### config.mk
export PLATFORM = sky130hd
export DESIGN_NAME = pc_fetch_gen
export DESIGN_NICKNAME = d
export VERILOG_FILES = /design/src/rtl/pc_pkg.sv /design/src/rtl/pc_pending_buf.sv /design/src/rtl/pc_fetch_gen.sv
export SDC_FILE = /design/constraint.sdc
export NUM_CORES = 1
export LEC_CHECK = 0
export ABC_AREA = 1
export CELL_PAD_IN_SITES_DETAIL_PLACEMENT = 2
export CELL_PAD_IN_SITES_GLOBAL_PLACEMENT = 2
export CORE_MARGIN = 1.5
export CORE_UTILIZATION = 35
export DETAILED_ROUTE_END_ITERATION = 6
export DONT_BUFFER_PORTS = 1
export PLACE_DENSITY = 0.89
export SLEW_MARGIN = 0
export SYNTH_ARGS = -nofsm -noshare
export SYNTH_HDL_FRONTEND = slang
export SYNTH_SLANG_ARGS = --single-unit
### constraint.sdc
create_clock -name clk -period 2.75 [get_ports clk]
set_input_delay 0.275 -clock clk [delete_from_list [all_inputs] [get_ports clk]]
set_output_delay 0.275 -clock clk [all_outputs]
set_load 0.01 [all_outputs]
### src/rtl/pc_pkg.sv
// ---- pc_pkg : shared types and default vectors for the fetch-address generator, rev 1.0 ----
`default_nettype none

package pc_pkg;

  typedef enum logic [1:0] {
    BOOT  = 2'd0,
    RUN   = 2'd1,
    PAUSE = 2'd2
  } state_t;

  typedef enum logic [1:0] {
    NONE     = 2'd0,
    REDIRECT = 2'd1,
    TRAP     = 2'd2
  } pend_kind_t;

  localparam logic [31:0] DEF_RESET_VECTOR = 32'h0100_0000;
  localparam logic [31:0] DEF_TRAP_VECTOR  = 32'h0000_0100;

endpackage

`default_nettype wire

### src/rtl/pc_pending_buf.sv
// ---- pc_pending_buf : single-entry buffer for a redirect/trap seen while no launch is possible, rev 1.0 ----
`default_nettype none

module pc_pending_buf
  import pc_pkg::*;
#(
  parameter int              XLEN        = 32,
  parameter logic [XLEN-1:0] TRAP_VECTOR = XLEN'(DEF_TRAP_VECTOR)
) (
  input  logic            clk,
  input  logic            rst,
  input  logic            clear,
  input  logic            capture,
  input  logic            trap_in,
  input  logic            redirect_in,
  input  logic [XLEN-1:0] redirect_pc,
  output logic            pend_valid,
  output logic [XLEN-1:0] pend_target
);

  pend_kind_t kind;

  // A trap always wins; a redirect may only replace a redirect or an empty slot.
  always_ff @(posedge clk or posedge rst) begin
    if (rst) begin
      kind        <= NONE;
      pend_target <= '0;
    end else if (clear) begin
      kind        <= NONE;
    end else if (capture && trap_in) begin
      kind        <= TRAP;
      pend_target <= TRAP_VECTOR;
    end else if (capture && redirect_in && (kind != TRAP)) begin
      kind        <= REDIRECT;
      pend_target <= redirect_pc;
    end
  end

  assign pend_valid = (kind != NONE);

endmodule

`default_nettype wire

### src/rtl/pc_fetch_gen.sv
// ---- pc_fetch_gen : epoch-tagged fetch-address generator with redirect/trap priority, rev 1.0 ----
`default_nettype none

module pc_fetch_gen
  import pc_pkg::*;
#(
  parameter int              XLEN         = 32,
  parameter logic [XLEN-1:0] RESET_VECTOR = XLEN'(DEF_RESET_VECTOR),
  parameter logic [XLEN-1:0] TRAP_VECTOR  = XLEN'(DEF_TRAP_VECTOR),
  parameter int              STEP         = 4,
  parameter int              EPOCH_W      = 2
) (
  input  logic               clk,
  input  logic               rst,
  input  logic               en,
  input  logic               redirect_valid,
  input  logic [XLEN-1:0]    redirect_pc,
  input  logic               trap_valid,
  output logic               fetch_valid,
  input  logic               fetch_ready,
  output logic [XLEN-1:0]    fetch_pc,
  output logic [EPOCH_W-1:0] fetch_epoch,
  output logic [EPOCH_W-1:0] cur_epoch,
  output logic               misaligned_err
);

  localparam int OFF_W = $clog2(STEP);

  state_t             state;
  logic               misaligned;
  logic               event_any;
  logic               launch;
  logic               issue;
  logic               pend_valid;
  logic [XLEN-1:0]    pend_target;
  logic [XLEN-1:0]    base_pc;
  logic [XLEN-1:0]    next_pc;
  logic [EPOCH_W-1:0] epoch_next;

  always_comb begin
    misaligned = redirect_valid && (redirect_pc[OFF_W-1:0] != '0);
    event_any  = trap_valid | redirect_valid;
    launch     = (state == RUN) ? fetch_ready : en;
    issue      = launch & en;
    epoch_next = cur_epoch + EPOCH_W'(event_any);
    base_pc    = (state == BOOT) ? RESET_VECTOR : fetch_pc + XLEN'(STEP);
    if (trap_valid || misaligned) begin
      next_pc = TRAP_VECTOR;
    end else if (redirect_valid) begin
      next_pc = redirect_pc;
    end else if (pend_valid) begin
      next_pc = pend_target;
    end else begin
      next_pc = base_pc;
    end
  end

  pc_pending_buf #(
    .XLEN        (XLEN),
    .TRAP_VECTOR (TRAP_VECTOR)
  ) u_pending (
    .clk         (clk),
    .rst         (rst),
    .clear       (issue),
    .capture     (!issue),
    .trap_in     (trap_valid | misaligned),
    .redirect_in (redirect_valid),
    .redirect_pc (redirect_pc),
    .pend_valid  (pend_valid),
    .pend_target (pend_target)
  );

  always_ff @(posedge clk or posedge rst) begin
    if (rst) begin
      state          <= BOOT;
      fetch_pc       <= RESET_VECTOR;
      fetch_epoch    <= '0;
      cur_epoch      <= '0;
      misaligned_err <= 1'b0;
    end else begin
      misaligned_err <= misaligned && !trap_valid;
      cur_epoch      <= epoch_next;
      if (issue) begin
        fetch_pc    <= next_pc;
        fetch_epoch <= epoch_next;
      end
      case (state)
        BOOT: begin
          // Parking one step below the reset vector lets the first PAUSE launch land on it.
          if (en) state <= RUN;
          else begin
            state    <= PAUSE;
            fetch_pc <= RESET_VECTOR - XLEN'(STEP);
          end
        end
        RUN:     if (fetch_ready && !en) state <= PAUSE;
        PAUSE:   if (en) state <= RUN;
        default: state <= BOOT;
      endcase
    end
  end

  assign fetch_valid = (state == RUN);

endmodule

`default_nettype wire

-- Word level (Yosys, flattened, before mapping)
Cells that the tools add are included.
- reductions and logical operators: 17
- multiplexer cells: 17
- bitwise gates (word level): 4
- add/sub/neg operators: 2
- eq/ne operators: 5
- operator list (cell ; count):
    32-bit 2-to-1 mux ; 9
    32-bit by 3-bit adder with 32-bit output, second input constant ; 1
    2-bit 2-to-1 mux ; 6
    1-bit logical AND ; 6
    2-bit case mux with 3 select lines ; 1
    2-bit nonzero test ; 3
    2-bit != test, second input constant ; 2
    2-bit AND reduction ; 2
    1-bit zero test ; 3
    3-bit nonzero test ; 1
    2-bit by 1-bit adder with 2-bit output ; 1
    2-bit by 1-bit equality test with 1-bit output, second input constant ; 1
    2-bit equality test, second input constant ; 1
    2-bit zero test ; 1
    2-bit by 1-bit != test with 1-bit output, second input constant ; 1
    1-bit OR ; 2
    1-bit AND ; 1
    1-bit logical OR ; 1
    1-bit 2-to-1 mux ; 1
    1-bit inverter ; 1
- input bits: 38
- word-level logic and storage cells: 52
- bits in registers: 73

-- Depth between registers and ports, before layout
Gate-level depths: netlist of the first run.
- word-level depth: 9
- depth in mapped cells: 12
- depth with buffers taken out: 12

-- Hierarchy
Synthesis of the first run repeated with hierarchy kept, for this count alone.
- cells, all modules: 627
- area, all modules: 4395.5 um^2
- by module, submodules not included (module ; sequential area each (um^2) ; times used ; cells each ; area an instance (um^2)):
    pc_fetch_gen ; 977.2 ; 1 ; 467 ; 2969.1
    pc_pending_buf ; 850.8 ; 1 ; 160 ; 1426.4

-- Least setup slack after synthesis of the first run
No wires, ideal clock.
- path type: reg2reg
- from: register fetch_pc[2]
- to: register fetch_pc[30]
- period minus slack after synthesis: 1511 ps
- data required time: 2634 ps
- path buffers: 0
- arrival time: 1395 ps
- path slack: 1239 ps
- cell stages (with the launch flop): 13
- path through: dfrtp_1 ha_1 nand2_1 inv_1 nand2_2 nor2_8 nand2_4 nor2_2 nand3_1 nand3_1 nand2_1 nand2_1 nand2_1
- cells in the longest elaborated chain, start to end: 8
- RTL lines (what ; line ; RTL):
    start, declared ; pc_fetch_gen.sv:21 ; output logic [XLEN-1:0] fetch_pc,
    start signal, assigned ; pc_fetch_gen.sv:84 ; fetch_pc <= next_pc;
    start signal, assigned ; pc_fetch_gen.sv:93 ; fetch_pc <= RESET_VECTOR - XLEN'(STEP);
    32-bit by 3-bit adder with 32-bit output (*) ; pc_fetch_gen.sv:46 ; base_pc = (state == BOOT) ? RESET_VECTOR : fetch_pc + XLEN'(STEP);
    32-bit 2-to-1 mux (*) ; pc_fetch_gen.sv:46 ;
    32-bit 2-to-1 mux (*) ; pc_fetch_gen.sv:51 ; end else if (pend_valid) begin
    32-bit 2-to-1 mux (*) ; pc_fetch_gen.sv:49 ; end else if (redirect_valid) begin
    32-bit 2-to-1 mux (*) ; pc_fetch_gen.sv:47 ; if (trap_valid || misaligned) begin
    32-bit 2-to-1 mux (*) ; pc_fetch_gen.sv:83 ; if (issue) begin
    32-bit 2-to-1 mux ; pc_fetch_gen.sv:90 ; if (en) state <= RUN;
    32-bit 2-to-1 mux (*) ; pc_fetch_gen.sv:87 ; case (state)
Every way passes the cells marked *; elsewhere a longest branch is shown, timed or not.
A chain may end at the register's enable or synchronous reset.

-- Worst setup path after layout of the first run
- from: register state[0]
- to: register fetch_pc[6]
- elaborated cells between the ends (all ways): 11
- RTL lines (what ; line ; RTL):
    start, declared ; pc_fetch_gen.sv:29 ; state_t state;
    start signal, assigned ; pc_fetch_gen.sv:75 ; state <= BOOT;
    start signal, assigned ; pc_fetch_gen.sv:90 ;
    start signal, assigned ; pc_fetch_gen.sv:92 ; state <= PAUSE;
    2-bit by 1-bit equality test with 1-bit output (*) ; n/a ;
    via fetch_valid ; pc_fetch_gen.sv:19 ; output logic fetch_valid,
    1-bit 2-to-1 mux (*) ; pc_fetch_gen.sv:43 ; launch = (state == RUN) ? fetch_ready : en;
    1-bit AND (*) ; pc_fetch_gen.sv:44 ; issue = launch & en;
    32-bit 2-to-1 mux (*) ; pc_fetch_gen.sv:83 ;
    32-bit 2-to-1 mux ; pc_fetch_gen.sv:90 ;
    32-bit 2-to-1 mux (*) ; pc_fetch_gen.sv:87 ;
The timed path passes the listed nets; every way through them passes the cells marked *.

==> results of run 1 <==
## sequential cells by signal, summed over array words and instances, names as in the netlist
register / cells
u_pending.kind: 2
cur_epoch: 2
misaligned_err: 1
state: 2
fetch_pc: 32
u_pending.pend_target: 32
fetch_epoch: 2
## worst min path at each step
stage                    start              to  cells after the start
5_1_grt        redirect_pc[10]    fetch_pc[10]                      2
4_1_cts        redirect_pc[10]    fetch_pc[10]                      2
3_3_place_gp        trap_valid  misaligned_err                      1
6_report        redirect_pc[4]     fetch_pc[4]                      2
3_5_place_dp        trap_valid  misaligned_err                      1
2_1_floorplan       trap_valid  misaligned_err                      1
## cells by family after synthesis
family                     Yosys count
xor gates and xnor gates             3
and+or+nand+nor                    314
AOI/OAI and AO/OA                  152
adders and majority gates            2
DFF                                 73
buffers and inverters               74
## layer usage
layer | vias to the layer above | GRT usage (%)
li1 | 2015 | -
met1 | 2338 | 38.9
met2 | 165 | 51.4
met3 | 37 | 5.29
met4 | 0 | 13.4
met5 | - | 0
## repair_timing
item | in CTS | in global routing
endpoints found under the hold margin | 1 | 0
setup endpoints to repair | 0 | 0
hold buffers | 1 | 0
## worst reg2reg max path: stages (launching register included)
cell and delay [ps]:
dfrtp_1 420, inv_2 90, nor2_2 60, nand2_1 70
nand2_1 70, nor2_1 830, inv_2 440, a21oi_1 300
o21ai_0 130, nand2_1 90
## through the flow
step	area [um2]	hold WS, ps	utilization, %
final	4790	90.0	39.7
after global routing	4790	97.1	39.7
after CTS	4790	85.0	39.7
after detailed placement	4480	349	37.1
after global placement	4480	347	37.1
after floorplan	4340	341	-
## layout make-up
type	count	share of cell area, %
timing repair buffer	9	1.46
tap	168	4.39
multi-input combinational	471	46.1
sequential	73	38.2
inverter	47	3.69
clock inverter	3	0.837
clock buffer	12	5.36
## power by group through the flow
stage          Sequential [W]  Combinational (W)  Clock (W)
2_1_floorplan         0.00142           0.000478          0
3_3_place_gp          0.00149           0.000598          0
3_5_place_dp          0.00151           0.000654          0
4_1_cts               0.00150           0.000686    0.00124
5_1_grt               0.00152           0.000763    0.00129
6_report              0.00150           0.000691    0.00124
## placed cells by master (no fill, tap or decap)
master and instances:
nand2_1 131, nor2_1 119, dfrtp_1 72, o21ai_0 50, a21oi_1 40, inv_1 39, o21ai_1 38, nand3_1 28
nor2_2 11, clkbuf_16 9, inv_2 8, o211ai_1 8, buf_4 8, nand4_1 7, nor3_1 7, o21bai_1 7
nand2_2 5, xor2_1 3, nand2_4 2, nor2_4 2, a31oi_1 2, ha_1 2, clkbuf_8 2, clkinv_2 2
nor2_8 1, a21o_1 1, and2_1 1, o22ai_1 1, o31ai_1 1, a221oi_1 1, o221ai_1 1, a21boi_0 1
a211oi_2 1, clkbuf_1 1, bufinv_16 1, dfstp_2 1, dlygate4sd3_1 1
==> summary.txt, run 1 <==
Finish
  • Fillers: 1,397
  • Multi-input logic area: 2200 um2
  • Final #Nets: 651
  • Reg area: 1830 um2
  • Non-Filler Instances: 783
  • Area delta synth->final: 10.4%
  • Share of post-route cells with drive strength above 1: 8.62%
  • N_diodes: 0

Place
  • Placement Setup Slack: 310 ps
  • Port bufs: 0
  • Post-DP HPWL: 12,400 um
  • Gpl congestion: 0.838
  • Cells after DPL: 767

Yosys
  • XOR/XNOR Fraction of Synth Area: 0.606%
  • Ys Warns: 0
  • Netlist cell types: 34
  • Register bit total from synthesis: 73
  • Simple-gate share of the synthesized area: 30.6%
  • Post-synthesis cell area: 4340 um2
  • Synth top cells by count: nand2_1, nor2_1, dfrtp_1
  • Synth Area in Compound Gates: 19.0%
  • Largest area contributor in the netlist: dfrtp_1
  • Yosys top cell area share: 41.5%
  • Synth Area in Adders: 0.577%
  • Async SR Flop Fraction: 100%
  • EDFF count, synth: 0
  • Largest family of logic cells by synthesized area: simple AND/OR/NAND/NOR gates
  • Syn_area_per_cell: 7.02 um2
  • Proportion of synthesized area in mux cells: 0%
  • Largest cells by area after synthesis: dfrtp_1, nand2_1, nor2_1
  • Register area share after synthesis: 42.2%
  • Most frequent cell after synthesis: nand2_1
  • Synth Instances: 618
  • Ys flop type: dfrtp_1
  • Syn_nets: 658

Power
  • Sequential power share: 43.8%
  • Static Leakage: 2.16 nW
  • Clock power share: 36.1%
  • PD cells: 716 nW/um2
  • Power Total: 0.00343 W
  • P_int: 0.00219 W
  • Sw Share: 36.2%
  • Combinational share of power: 20.2%
  • Worst-case vdd ir drop: 0.350 mV
  • P_sw: 0.00124 W

Setup path
  • Internal reg-to-reg setup slack: 200 ps
  • Number of buffers and inverters on the critical path: 2
  • Reg2reg path depth: 9
  • Worst R2R Start: state[0]
  • Slowest stage delay, CP: 830 ps
  • Critical Path End Type: flop
  • Required time of the worst setup path: 3030 ps
  • Critical path class: reg2reg
  • Worst path depth: 9
  • WP data arrival: 2830 ps
  • Most used cell, CP: nand2_1
  • Critical Path Source Type: flop
  • Crit path from: state[0]
  • Slowest CP cell: nor2_1
  • Top delay family on crit path: simple AND/OR/NAND/NOR gates
  • Setup crit end: fetch_pc[6]
  • Reg2Reg Capture Point: fetch_pc[6]
  • CP max FO: 18
  • Worst-path cell chain: inv_2, nor2_2, nand2_1, nand2_1, nor2_1, inv_2, a21oi_1, o21ai_0, nand2_1

Min path
  • Min-delay worst type: in2reg

Timing
  • Max Slew Vio Count: 0
  • Min Tclk post-route: 2550 ps
  • RSZ-0062 raised after global routing: no
  • Worst-Margin Slew: 1100 ps
  • Slew HR: 26.5%
  • Endpoints failing hold: 0
  • Final setup margin: 200 ps
  • Setup TNS: 0 ps
  • Setup violators final: 0
  • Worst Clk Skew: 12.4 ps
  • Fin crit share: 92.7%
  • F_max: 392 MHz

Global route
  • Number of global-route vias before repair: 5,149
  • Global-route wire length before repair: 29,700 um
  • Largest net degree at the start of global routing: 74
  • Initial antenna violation count: 0
  • Total grt overflow: 0
  • GRT Total Usage: 30.6%

Route
  • DRC Markers: 0
  • Antenna Nets Post-Route: 0
  • Vias per inst: 5.82
  • Vias post-DR: 4,555
  • Metal2 WL: 9410 um
  • DRT iter0 DRCs: 316
  • DRT Wirelength: 19,000 um
  • First-pass detailed-route iteration total: 4
  • M1 WL: 7870 um
  • Top Metal Used: met4
  • Drt wl/cell: 24.2 um
  • Wire length on met3: 1150 um

Clock network
  • Clock latency on the worst-skew pair: 350 ps
  • CTS root buf: clkbuf_16
  • Post-CTS setup buffer count: 0
  • Post-cts gate resize count: 0
  • H-tree depth: 3
  • TritonCTS clock tree: built
  • Num CTS Buffers: 9
  • Clock sink count: 73
  • Clock transition at the registers of the reported paths: 60 ps
  • Clock Path Buffers: 2

Floorplanning
  • Rows: 40
  • Core area: 12,100 um2
  • Initial Utilization: 36.0%
  • # IOs: 76
  • Die ar.: 13,100 um2
  • Die X: 114 um
  • Die Y: 114 um

Run status
  • Status: finished clean

Job
  • Max cap viols: 0
(Power assumes the default switching activity.)
==> run 2: changes to the inputs <==
- HOLD_SLACK_MARGIN: default -> 0.06
==> results of run 2 <==
The final DEF is identical to that of run 1; final timing and power are the same.
==> run 3: changes to the inputs <==
- CAP_MARGIN: default -> 20
- MAX_ROUTING_LAYER: default -> met4
==> summary.txt, run 3 (synthesis results as in run 1) <==
Place
  • Gpl congestion: 0.860
  • Placement Setup Slack: 454 ps
  • Port bufs: 0
  • Cells after DPL: 766
  • Post-DP HPWL: 12,300 um

Setup path
  • WP data arrival: 2770 ps
  • Worst-path cell chain: nor2_2, inv_2, nor2_2, inv_2, a31oi_1, o21ai_0, and2_1, o21ai_1
  • Reg2reg path depth: 8
  • Critical path class: reg2reg
  • Critical Path Source Type: flop
  • Critical Path End Type: flop
  • Required time of the worst setup path: 3030 ps
  • CP max FO: 32
  • Slowest stage delay, CP: 530 ps
  • Slowest CP cell: nor2_2

Timing
  • Hold WS: 75.7 ps
  • F_max: 402 MHz
  • Endpoints failing hold: 0
  • Setup TNS: 0 ps
  • Max Slew Vio Count: 0
  • Min Tclk post-route: 2490 ps
  • Slew HR: 26.2%
  • Fin crit share: 90.5%
  • Final setup margin: 260 ps
  • Worst-Margin Slew: 1100 ps
  • RSZ-0062 raised after global routing: no
  • Setup violators final: 0
  • Worst Clk Skew: 8.58 ps

Clock network
  • H-tree depth: 3
  • Clock Path Buffers: 2
  • Clock transition at the registers of the reported paths: 70 ps
  • Clock latency on the worst-skew pair: 350 ps
  • Post-CTS setup buffer count: 0
  • TritonCTS clock tree: built
  • Post-cts gate resize count: 0
  • Clock sink count: 73
  • CTS root buf: clkbuf_16
  • Num CTS Buffers: 9
  • Hold-fix buffers at CTS: 2

Finish
  • Area delta synth->final: 10.4%
  • Final #Nets: 651
  • N_diodes: 0
  • Non-Filler Instances: 784
  • Most common cell after layout, fill and taps aside: nand2_1
  • Top flop regs: fetch_pc (32), u_pending.pend_target (32)
  • Final Util: 39.7%
  • Most frequent cells in the layout: nand2_1, nor2_1, dfrtp_1
  • Share of post-route cells with drive strength above 1: 8.77%

Floorplanning
  • Die ar.: 13,100 um2
  • Rows: 40
  • Initial Utilization: 36.0%
  • Die Y: 114 um
  • # IOs: 76
  • Core area: 12,100 um2
  • Die X: 114 um

Route
  • DRT Wirelength: 19,500 um
  • DRC Markers: 0
  • Vias per inst: 5.89
  • DRT iter0 DRCs: 349
  • Drt wl/cell: 24.9 um
  • First-pass detailed-route iteration total: 4
  • Antenna Nets Post-Route: 0
  • Vias post-DR: 4,615

Power
  • Static Leakage: 2.15 nW
  • Worst-case vdd ir drop: 0.314 mV
  • PD cells: 715 nW/um2

Min path
  • Worst Hold Path Cells: 2
  • Min-delay worst type: in2reg

Global route
  • Global-route wire length before repair: 30,400 um
  • Initial antenna violation count: 0
  • GRT Total Usage: 32.2%
  • Number of global-route vias before repair: 5,214
  • Largest net degree at the start of global routing: 74
  • Total grt overflow: 0

Run status
  • Status: finished clean

Job
  • Max cap viols: 0
-- run 3: cell types whose count changed in the layout (fill, tap and decap cells not counted), sizes merged --
cell,change
clkinvlp,+3
buf,-1
dlygate4sd3,+1
clkinv,+1
clkbuf,-3
-- run 3: final cells by class --
| type | instances | area [um2] |
|---|---|---|
| clock inverters | 7 | 71.3 |
| fillers | 1461 | 7270 |
| multi-input cells | 471 | 2200 |
| inverters | 47 | 176 |
| repair buffers | 9 | 72.6 |
| well taps | 168 | 210 |
| clock buffers | 9 | 225 |
| flip-flops and latches | 73 | 1830 |
-- run 3: per-stage QoR --
step	instance area [um2]	total power, W
finish	4790	0.00342
global route	4790	0.00356
CTS	4790	0.00342
detailed placement	4470	0.00215
global placement	4470	0.00209
floorplan	4340	0.00190
-- run 3: power by group --
group          switching (W)  leakage (nW)  internal (W)  total [W]
combinational       0.000495          1.06      0.000202   0.000697
sequential          0.000265         0.946       0.00124    0.00150
clock               0.000524         0.137      0.000701    0.00123
-- run 3: worst max-delay path, delay by kind of cell, from the launching register on --
| kind | cells | cell delay [ps] |
|---|---|---|
| flip-flops | 1 | 400 |
| buffers and inverters | 2 | 590 |
| AO/OA/AOI/OAI | 3 | 490 |
| AND/OR/NAND/NOR | 3 | 950 |
-- run 3: layer usage --
metal,track usage (%),vias to the layer above,wire (um)
met2,52.2,177,9530
met1,38.9,2371,8040
met4,13.4,0,643
met5,-,-,0
met3,7.46,57,1290
li1,-,2010,-
-- run 3: worst paths after layout --
check,slack (ps),from,to
max,260,u_pending.kind[0],fetch_pc[14]
min,80,redirect_pc[6],fetch_pc[6]
max reg2reg,260,u_pending.kind[0],fetch_pc[14]
min reg2reg,520,u_pending.pend_target[0],u_pending.pend_target[0]
max in group asynchronous,1990,rst,u_pending.pend_target[27]
min in group asynchronous,130,rst,cur_epoch[1]
